`src/rtl/axis_frame_pkg.sv`:
```
// Shared definitions for the AXI-Stream frame engine: FSM states, status word
// layout and a constant-friendly clog2.
package axis_frame_pkg;

  typedef enum logic [2:0] {
    ST_RECV,
    ST_DRAIN,
    ST_START,
    ST_WAIT,
    ST_SEND
  } state_t;

  localparam int STAT_OVF   = 31;
  localparam int STAT_SHORT = 30;
  localparam int STAT_CNT_W = 16;

  function automatic int clog2(input int value);
    int result;
    result = 0;
    while ((1 << result) < value) result++;
    return result;
  endfunction

endpackage

```
`src/rtl/axis_frame_tx.sv`:
```
// Output side of the frame engine: captures the core result, then streams the
// result words and the optional status word with registered tdata/tlast.
module axis_frame_tx
  import axis_frame_pkg::*;
#(
  parameter int DATA_WIDTH  = 32,
  parameter int OUT_WORDS   = 8,
  parameter int EMIT_STATUS = 1
) (
  input  logic                            i_clk,
  input  logic                            i_rst_n,
  input  logic                            i_load,
  input  logic [OUT_WORDS*DATA_WIDTH-1:0] i_core_out,
  input  logic                            i_ovf,
  input  logic                            i_short,
  input  logic [STAT_CNT_W-1:0]           i_rx_cnt,
  input  logic                            i_tready,
  output logic                            o_tvalid,
  output logic                            o_tlast,
  output logic                            o_done,
  output logic [DATA_WIDTH-1:0]           o_tdata
);

  localparam int TOTAL = OUT_WORDS + EMIT_STATUS;
  localparam int PTR_W = clog2(TOTAL + 1);
  localparam logic [PTR_W-1:0] LAST_IDX = PTR_W'(TOTAL - 1);

  logic [DATA_WIDTH-1:0] r_bank [OUT_WORDS];
  logic [DATA_WIDTH-1:0] r_tdata;
  logic [DATA_WIDTH-1:0] w_status;
  logic [DATA_WIDTH-1:0] w_nxt_word;
  logic [31:0]           w_stat32;
  logic [PTR_W-1:0]      r_rd_ptr;
  logic [PTR_W-1:0]      w_nxt;
  logic                  r_tvalid;
  logic                  r_tlast;
  logic                  w_fire;

  always_comb begin
    w_stat32                   = '0;
    w_stat32[STAT_OVF]         = i_ovf;
    w_stat32[STAT_SHORT]       = i_short;
    w_stat32[STAT_CNT_W-1:0]   = i_rx_cnt;
  end

  assign w_status = DATA_WIDTH'(w_stat32);

  // Word that follows the current one; indices past the result bank map to status.
  always_comb begin
    w_nxt      = r_rd_ptr + PTR_W'(1);
    w_nxt_word = w_status;
    for (int i = 0; i < OUT_WORDS; i++) begin
      if (w_nxt == PTR_W'(i)) w_nxt_word = r_bank[i];
    end
  end

  assign w_fire   = r_tvalid && i_tready;
  assign o_done   = w_fire && (r_rd_ptr == LAST_IDX);
  assign o_tvalid = r_tvalid;
  assign o_tlast  = r_tlast;
  assign o_tdata  = r_tdata;

  always_ff @(posedge i_clk or negedge i_rst_n) begin
    if (!i_rst_n) begin
      r_tvalid <= 1'b0;
      r_tlast  <= 1'b0;
      r_tdata  <= '0;
      r_rd_ptr <= '0;
      for (int i = 0; i < OUT_WORDS; i++) r_bank[i] <= '0;
    end else if (i_load) begin
      for (int i = 0; i < OUT_WORDS; i++) r_bank[i] <= i_core_out[i*DATA_WIDTH +: DATA_WIDTH];
      r_tvalid <= 1'b1;
      r_tdata  <= i_core_out[DATA_WIDTH-1:0];
      r_tlast  <= (LAST_IDX == '0);
      r_rd_ptr <= '0;
    end else if (w_fire) begin
      if (r_rd_ptr == LAST_IDX) begin
        r_tvalid <= 1'b0;
        r_tlast  <= 1'b0;
        r_tdata  <= '0;
        r_rd_ptr <= '0;
      end else begin
        r_rd_ptr <= w_nxt;
        r_tdata  <= w_nxt_word;
        r_tlast  <= (w_nxt == LAST_IDX);
      end
    end
  end

endmodule

```
`src/rtl/axis_frame_engine.sv`:
```
// AXI-Stream front end for a fixed-function core: buffers one input frame,
// pulses core_start, and hands the core result to the streaming transmitter.
module axis_frame_engine
  import axis_frame_pkg::*;
#(
  parameter int DATA_WIDTH  = 32,
  parameter int IN_WORDS    = 20,
  parameter int OUT_WORDS   = 8,
  parameter int EMIT_STATUS = 1
) (
  input  logic                              axis_aclk,
  input  logic                              axis_aresetn,
  input  logic                              s_axis_tvalid,
  output logic                              s_axis_tready,
  input  logic [DATA_WIDTH-1:0]             s_axis_tdata,
  input  logic                              s_axis_tlast,
  output logic                              m_axis_tvalid,
  input  logic                              m_axis_tready,
  output logic [DATA_WIDTH-1:0]             m_axis_tdata,
  output logic                              m_axis_tlast,
  output logic [DATA_WIDTH/8-1:0]           m_axis_tstrb,
  output logic                              core_start,
  output logic [IN_WORDS*DATA_WIDTH-1:0]    core_in,
  output logic [clog2(IN_WORDS+1)-1:0]      core_in_len,
  input  logic                              core_done,
  input  logic [OUT_WORDS*DATA_WIDTH-1:0]   core_out
);

  localparam int LEN_W = clog2(IN_WORDS + 1);
  localparam logic [LEN_W-1:0]      LAST_WR  = LEN_W'(IN_WORDS - 1);
  localparam logic [LEN_W-1:0]      FULL_LEN = LEN_W'(IN_WORDS);
  localparam logic [STAT_CNT_W-1:0] CNT_MAX  = '1;

  state_t                r_state;
  state_t                w_next;
  logic [DATA_WIDTH-1:0] r_buf [IN_WORDS];
  logic [LEN_W-1:0]      r_wr_ptr;
  logic [LEN_W-1:0]      w_len;
  logic [STAT_CNT_W-1:0] r_rx_cnt;
  logic                  r_ovf;
  logic                  r_short;
  logic                  w_tready;
  logic                  w_start;
  logic                  w_load;
  logic                  w_accept;
  logic                  w_tx_done;

  always_ff @(posedge axis_aclk or negedge axis_aresetn) begin
    if (!axis_aresetn) r_state <= ST_RECV;
    else               r_state <= w_next;
  end

  always_comb begin
    w_next   = r_state;
    w_tready = 1'b0;
    w_start  = 1'b0;
    w_load   = 1'b0;
    case (r_state)
      ST_RECV: begin
        w_tready = 1'b1;
        if (s_axis_tvalid) begin
          if (s_axis_tlast)             w_next = ST_START;
          else if (r_wr_ptr == LAST_WR) w_next = ST_DRAIN;
        end
      end
      ST_DRAIN: begin
        w_tready = 1'b1;
        if (s_axis_tvalid && s_axis_tlast) w_next = ST_START;
      end
      ST_START: begin
        w_start = 1'b1;
        w_next  = ST_WAIT;
      end
      ST_WAIT: begin
        if (core_done) begin
          w_load = 1'b1;
          w_next = ST_SEND;
        end
      end
      ST_SEND: begin
        if (w_tx_done) w_next = ST_RECV;
      end
      default: w_next = ST_RECV;
    endcase
  end

  assign w_accept = w_tready && s_axis_tvalid;

  // In RECV the write pointer equals the beat count, so the tlast beat is short
  // exactly when it lands before the final buffer slot.
  always_ff @(posedge axis_aclk or negedge axis_aresetn) begin
    if (!axis_aresetn) begin
      r_wr_ptr <= '0;
      r_rx_cnt <= '0;
      r_ovf    <= 1'b0;
      r_short  <= 1'b0;
    end else if (r_state == ST_SEND && w_tx_done) begin
      r_wr_ptr <= '0;
      r_rx_cnt <= '0;
      r_ovf    <= 1'b0;
      r_short  <= 1'b0;
    end else if (w_accept) begin
      if (r_rx_cnt != CNT_MAX) r_rx_cnt <= r_rx_cnt + STAT_CNT_W'(1);
      if (r_state == ST_RECV) begin
        r_wr_ptr <= r_wr_ptr + LEN_W'(1);
        if (s_axis_tlast)             r_short <= (r_wr_ptr != LAST_WR);
        else if (r_wr_ptr == LAST_WR) r_ovf   <= 1'b1;
      end
    end
  end

  always_ff @(posedge axis_aclk) begin
    if (r_state == ST_RECV && s_axis_tvalid) begin
      for (int i = 0; i < IN_WORDS; i++) begin
        if (r_wr_ptr == LEN_W'(i)) r_buf[i] <= s_axis_tdata;
      end
    end
  end

  assign w_len = (r_rx_cnt >= STAT_CNT_W'(IN_WORDS)) ? FULL_LEN : r_rx_cnt[LEN_W-1:0];

  // Stale buffer contents beyond the frame length are hidden rather than cleared.
  for (genvar gi = 0; gi < IN_WORDS; gi++) begin : g_core_in
    assign core_in[gi*DATA_WIDTH +: DATA_WIDTH] = (LEN_W'(gi) < w_len) ? r_buf[gi] : '0;
  end

  assign core_in_len   = w_len;
  assign core_start    = w_start;
  assign s_axis_tready = w_tready;
  assign m_axis_tstrb  = '1;

  axis_frame_tx #(
    .DATA_WIDTH  (DATA_WIDTH),
    .OUT_WORDS   (OUT_WORDS),
    .EMIT_STATUS (EMIT_STATUS)
  ) u_tx (
    .i_clk      (axis_aclk),
    .i_rst_n    (axis_aresetn),
    .i_load     (w_load),
    .i_core_out (core_out),
    .i_ovf      (r_ovf),
    .i_short    (r_short),
    .i_rx_cnt   (r_rx_cnt),
    .i_tready   (m_axis_tready),
    .o_tvalid   (m_axis_tvalid),
    .o_tlast    (m_axis_tlast),
    .o_done     (w_tx_done),
    .o_tdata    (m_axis_tdata)
  );

endmodule

```
`config.mk`:
```
export PLATFORM = sky130hd
export DESIGN_NAME = axis_frame_engine
export DESIGN_NICKNAME = d
export VERILOG_FILES = /design/src/rtl/axis_frame_pkg.sv /design/src/rtl/axis_frame_tx.sv /design/src/rtl/axis_frame_engine.sv
export SDC_FILE = /design/constraint.sdc
export NUM_CORES = 1
export LEC_CHECK = 0
export BUFFER_PORTS_ARGS = -buffer_cell sky130_fd_sc_hd__clkbuf_2
export CAP_MARGIN = 5
export CELL_PAD_IN_SITES_DETAIL_PLACEMENT = 0
export CELL_PAD_IN_SITES_GLOBAL_PLACEMENT = 1
export CORE_AREA = 4 4 383 385
export CTS_BUF_LIST = sky130_fd_sc_hd__clkbuf_16
export DETAILED_ROUTE_END_ITERATION = 8
export DIE_AREA = 0 0 387 389
export GPL_TIMING_DRIVEN = 1
export PLACE_DENSITY_LB_ADDON = 0.15
export SYNTH_ARGS = -nofsm -noshare
export SYNTH_HDL_FRONTEND = slang
export SYNTH_SLANG_ARGS = --single-unit
```
`constraint.sdc`:
```
create_clock -name axis_aclk -period 4.8 [get_ports axis_aclk]
set_input_delay 0.72 -clock axis_aclk [delete_from_list [all_inputs] [get_ports axis_aclk]]
set_output_delay 0.72 -clock axis_aclk [all_outputs]
set_load 0.02 [all_outputs]
```
==> impl_metrics.json <==
{
  "drtPass1Iterations": 7,
  "finalSetupViolations": 0,
  "dr.first_iter.drc_count": 2498,
  "synth_area_per_cell_um2": 12.02,
  "path_class": "reg2out",
  "n_fill_cell": 14585,
  "max_freq_mhz": 226.8,
  "grt-ovfl-total": 0,
  "cts_tree": "yes",
  "yosysUniqueCellTypes": 67,
  "cts_max_level": 3,
  "synthArstFlopShare_pct": 33.33,
  "setup_ws_ps": 390.3,
  "synth-seq-cells": 960,
  "synth_cells": 3274,
  "p_int_mw": 16.79,
  "routedWlPerCell_um": 28.70,
  "slew_viol_final": 0,
  "rr_endpoint": "u_tx.o_tdata[18]$_DFFE_PN0P_",
  "max_cap_viol_count": 0,
  "fin_area_um2": 50030,
  "grt_max_degree": 176,
  "antenna_left": 0,
  "skew_ps": 59.23,
  "root_buffer": "clkbuf_16",
  "grt_pass1_wl_um": 245700,
  "yosys.cell_count.top_type": "nand2_1",
  "status": "finished, final reports clean",
  "worstRegToRegCells": 8,
  "dp_cells": 6010,
  "hpwlAfterDp_um": 127400,
  "hold_ws_ps": 37.40,
  "grt_pass1_vias": 28766,
  "timing.rr.start": "u_tx.r_rd_ptr[0]$_DFFE_PN0P_",
  "finalPower_mw": 25.88,
  "crit_buf_inv": 2,
  "ys_warn_count": 0,
  "tns_ps": 0,
  "grt_util_met1_pct": 30.35,
  "p_comb_share_pct": 25.8,
  "final_nets": 4527,
  "initial_core_util_pct": 27.49,
  "clock_latency_ps": 750,
  "critPathRequiredTime_ps": 4080,
  "power_switching_share_pct": 35.12,
  "cts_hold_buf": 0,
  "hold_path.class": "in2async",
  "clkTransAtPathRegs_ps": 60,
  "cts_made_buffers": 112,
  "fin_cells": 6233,
  "p_seq_share_pct": 42.7,
  "cp-end-kind": "output pin",
  "top_usage_layer": "met2",
  "crit_chain": "or4_4 -> nor4_4 -> buf_4 -> o21ai_4 -> and2_1 -> clkbuf_2",
  "grtUsageMet2_pct": 38.41,
  "grt_use_total_pct": 23.05,
  "dpl_cell_area_um2": 46520,
  "cpPeakStageDelay_ps": 590,
  "num_rows": 139,
  "core_um2": 143100,
  "clkPwrFrac_pct": 31.5,
  "yosys-top-cells-area": "edfxtp_1, dfrtp_1, and2_1",
  "dp_slack_ps": 1057,
  "post-route-period-util_pct": 91.87,
  "antenna_found_initial": 31,
  "cp.arrival_ps": 3690,
  "die_w_um": 387,
  "synth_edf_count": 640,
  "cts_num_sinks": 960,
  "yosysTopAreaCell": "edfxtp_1",
  "yosysSeqAreaShare_pct": 69.19,
  "p_leak_nw": 21.08,
  "critPathMaxFanout": 40,
  "synthFlopType": "edfxtp_1",
  "synth_common_cells": "nand2_1, edfxtp_1, and2_1, dfrtp_1, clkbuf_1",
  "cp-start-kind": "flip-flop",
  "drt-total-wl_um": 178900,
  "drive_gt1_share_pct": 29.37,
  "max_slew_margin_pct": 18.57,
  "route.detailed.drc": 0,
  "die-area_um2": 150500,
  "dr_total_vias": 29180,
  "final_util_pct": 34.95,
  "grt_use_met3_pct": 5.029,
  "worst_path_dominant_cell_family": "simple AND/OR/NAND/NOR gates",
  "post_cts_resized": 0,
  "via_per_inst": 4.682,
  "die_h_um": 389,
  "io_buffers": 974,
  "clockBufferDepth": 3,
  "p_per_area_nw_per_um2": 517.4,
  "rrSetupSlack_ps": 1610,
  "gp_congestion": 0.8261,
  "netlist.area_leader.share_pct": 48.84,
  "area_growth_pct": 27.13,
  "tightest_slew_ps": 1219,
  "io_pins": 979,
  "rsz0062_at_grt": "no",
  "ir_drop_uv": 349.2,
  "finalCriticalPeriod_ps": 4410,
  "cts_setup_buffers": 0,
  "p_switching_mw": 9.091,
  "cpMaxStageDelayCell": "or4_4",
  "syn-cell-area_um2": 39350,
  "finalHoldViolCount": 0
}
-- worst max path at each step --
stage                            end  cells after the start  slack, ps                startpoint
6_report                core_in[333]                      6        390  r_rx_cnt[11]$_DFFE_PN0P_
5_1_grt                 core_in[144]                      7        170  r_rx_cnt[11]$_DFFE_PN0P_
4_1_cts                 core_in[333]                      6        230  r_rx_cnt[11]$_DFFE_PN0P_
3_5_place_dp            core_in[333]                      6       1060  r_rx_cnt[11]$_DFFE_PN0P_
3_3_place_gp            core_in[333]                      6       1080  r_rx_cnt[11]$_DFFE_PN0P_
2_1_floorplan  r_buf[1][0]$_DFFE_PP_                      4       1260             s_axis_tvalid
-- kinds of logic after synthesis --
family,after synthesis,synth area share (%)
other cells,1,0.009530
xor+xnor,11,0.2448
flops,960,69.19
simple gates,1687,21.01
buf+inv,228,2.366
mux,3,0.07631
compound gates,372,6.725
fa+ha+maj,12,0.3815
-- routing by layer --
metal / up-vias / wire length, µm
li1: 13158 / -
met1: 14705 / 76180
met2: 1131 / 86650
met3: 178 / 11720
met4: 8 / 4279
met5: - / 61
-- layout make-up --
type / count / area [µm²] / area share (%)
Antenna cell: 13 / 32.53 / 0.06503
Clock buffer: 112 / 2803 / 5.602
Clock inverter: 98 / 674.4 / 1.348
Inverter: 16 / 60.06 / 0.1201
Multi-Input combinational cell: 2089 / 11400 / 22.80
Sequential cell: 960 / 27230 / 54.42
Tap cell: 1903 / 2381 / 4.760
Timing Repair Buffer: 1042 / 5445 / 10.88
-- registers in the layout (all words and copies together), names as in the netlist --
| signal | count |
|---|---|
| u_tx.o_tlast | 1 |
| r_wr_ptr | 5 |
| u_tx.o_tdata | 32 |
| r_buf | 640 |
| u_tx.r_rd_ptr | 4 |
| r_state | 3 |
| r_rx_cnt | 16 |
| r_short | 1 |
| u_tx.o_tvalid | 1 |
| u_tx.r_bank | 256 |
| r_ovf | 1 |
-- cells in the final DEF, fill, tap and decap left out, drive strengths merged, types with 21 or more instances in the layout --
master	instances
nor3	23
a21o	21
o221ai	22
and2	549
a211oi	33
inv	51
buf	69
o211ai	22
edfxtp	640
dfrtp	320
a21oi	90
o21ai	42
nor2b	102
o22ai	28
clkinv	54
clkbuf	1085
nand2	842
nand2b	21
nor2	89
-- power by group through the flow --
stage          combinational, mW  clock, mW  sequential [mW]
3_3_place_gp                6.76          0             11.2
5_1_grt                     7.43       8.71             11.2
2_1_floorplan               4.08          0             11.0
4_1_cts                     6.79       8.37             11.1
3_5_place_dp                6.76          0             11.2
6_report                    6.67       8.16             11.1
Note: power is estimated with default switching activity, not from simulation.
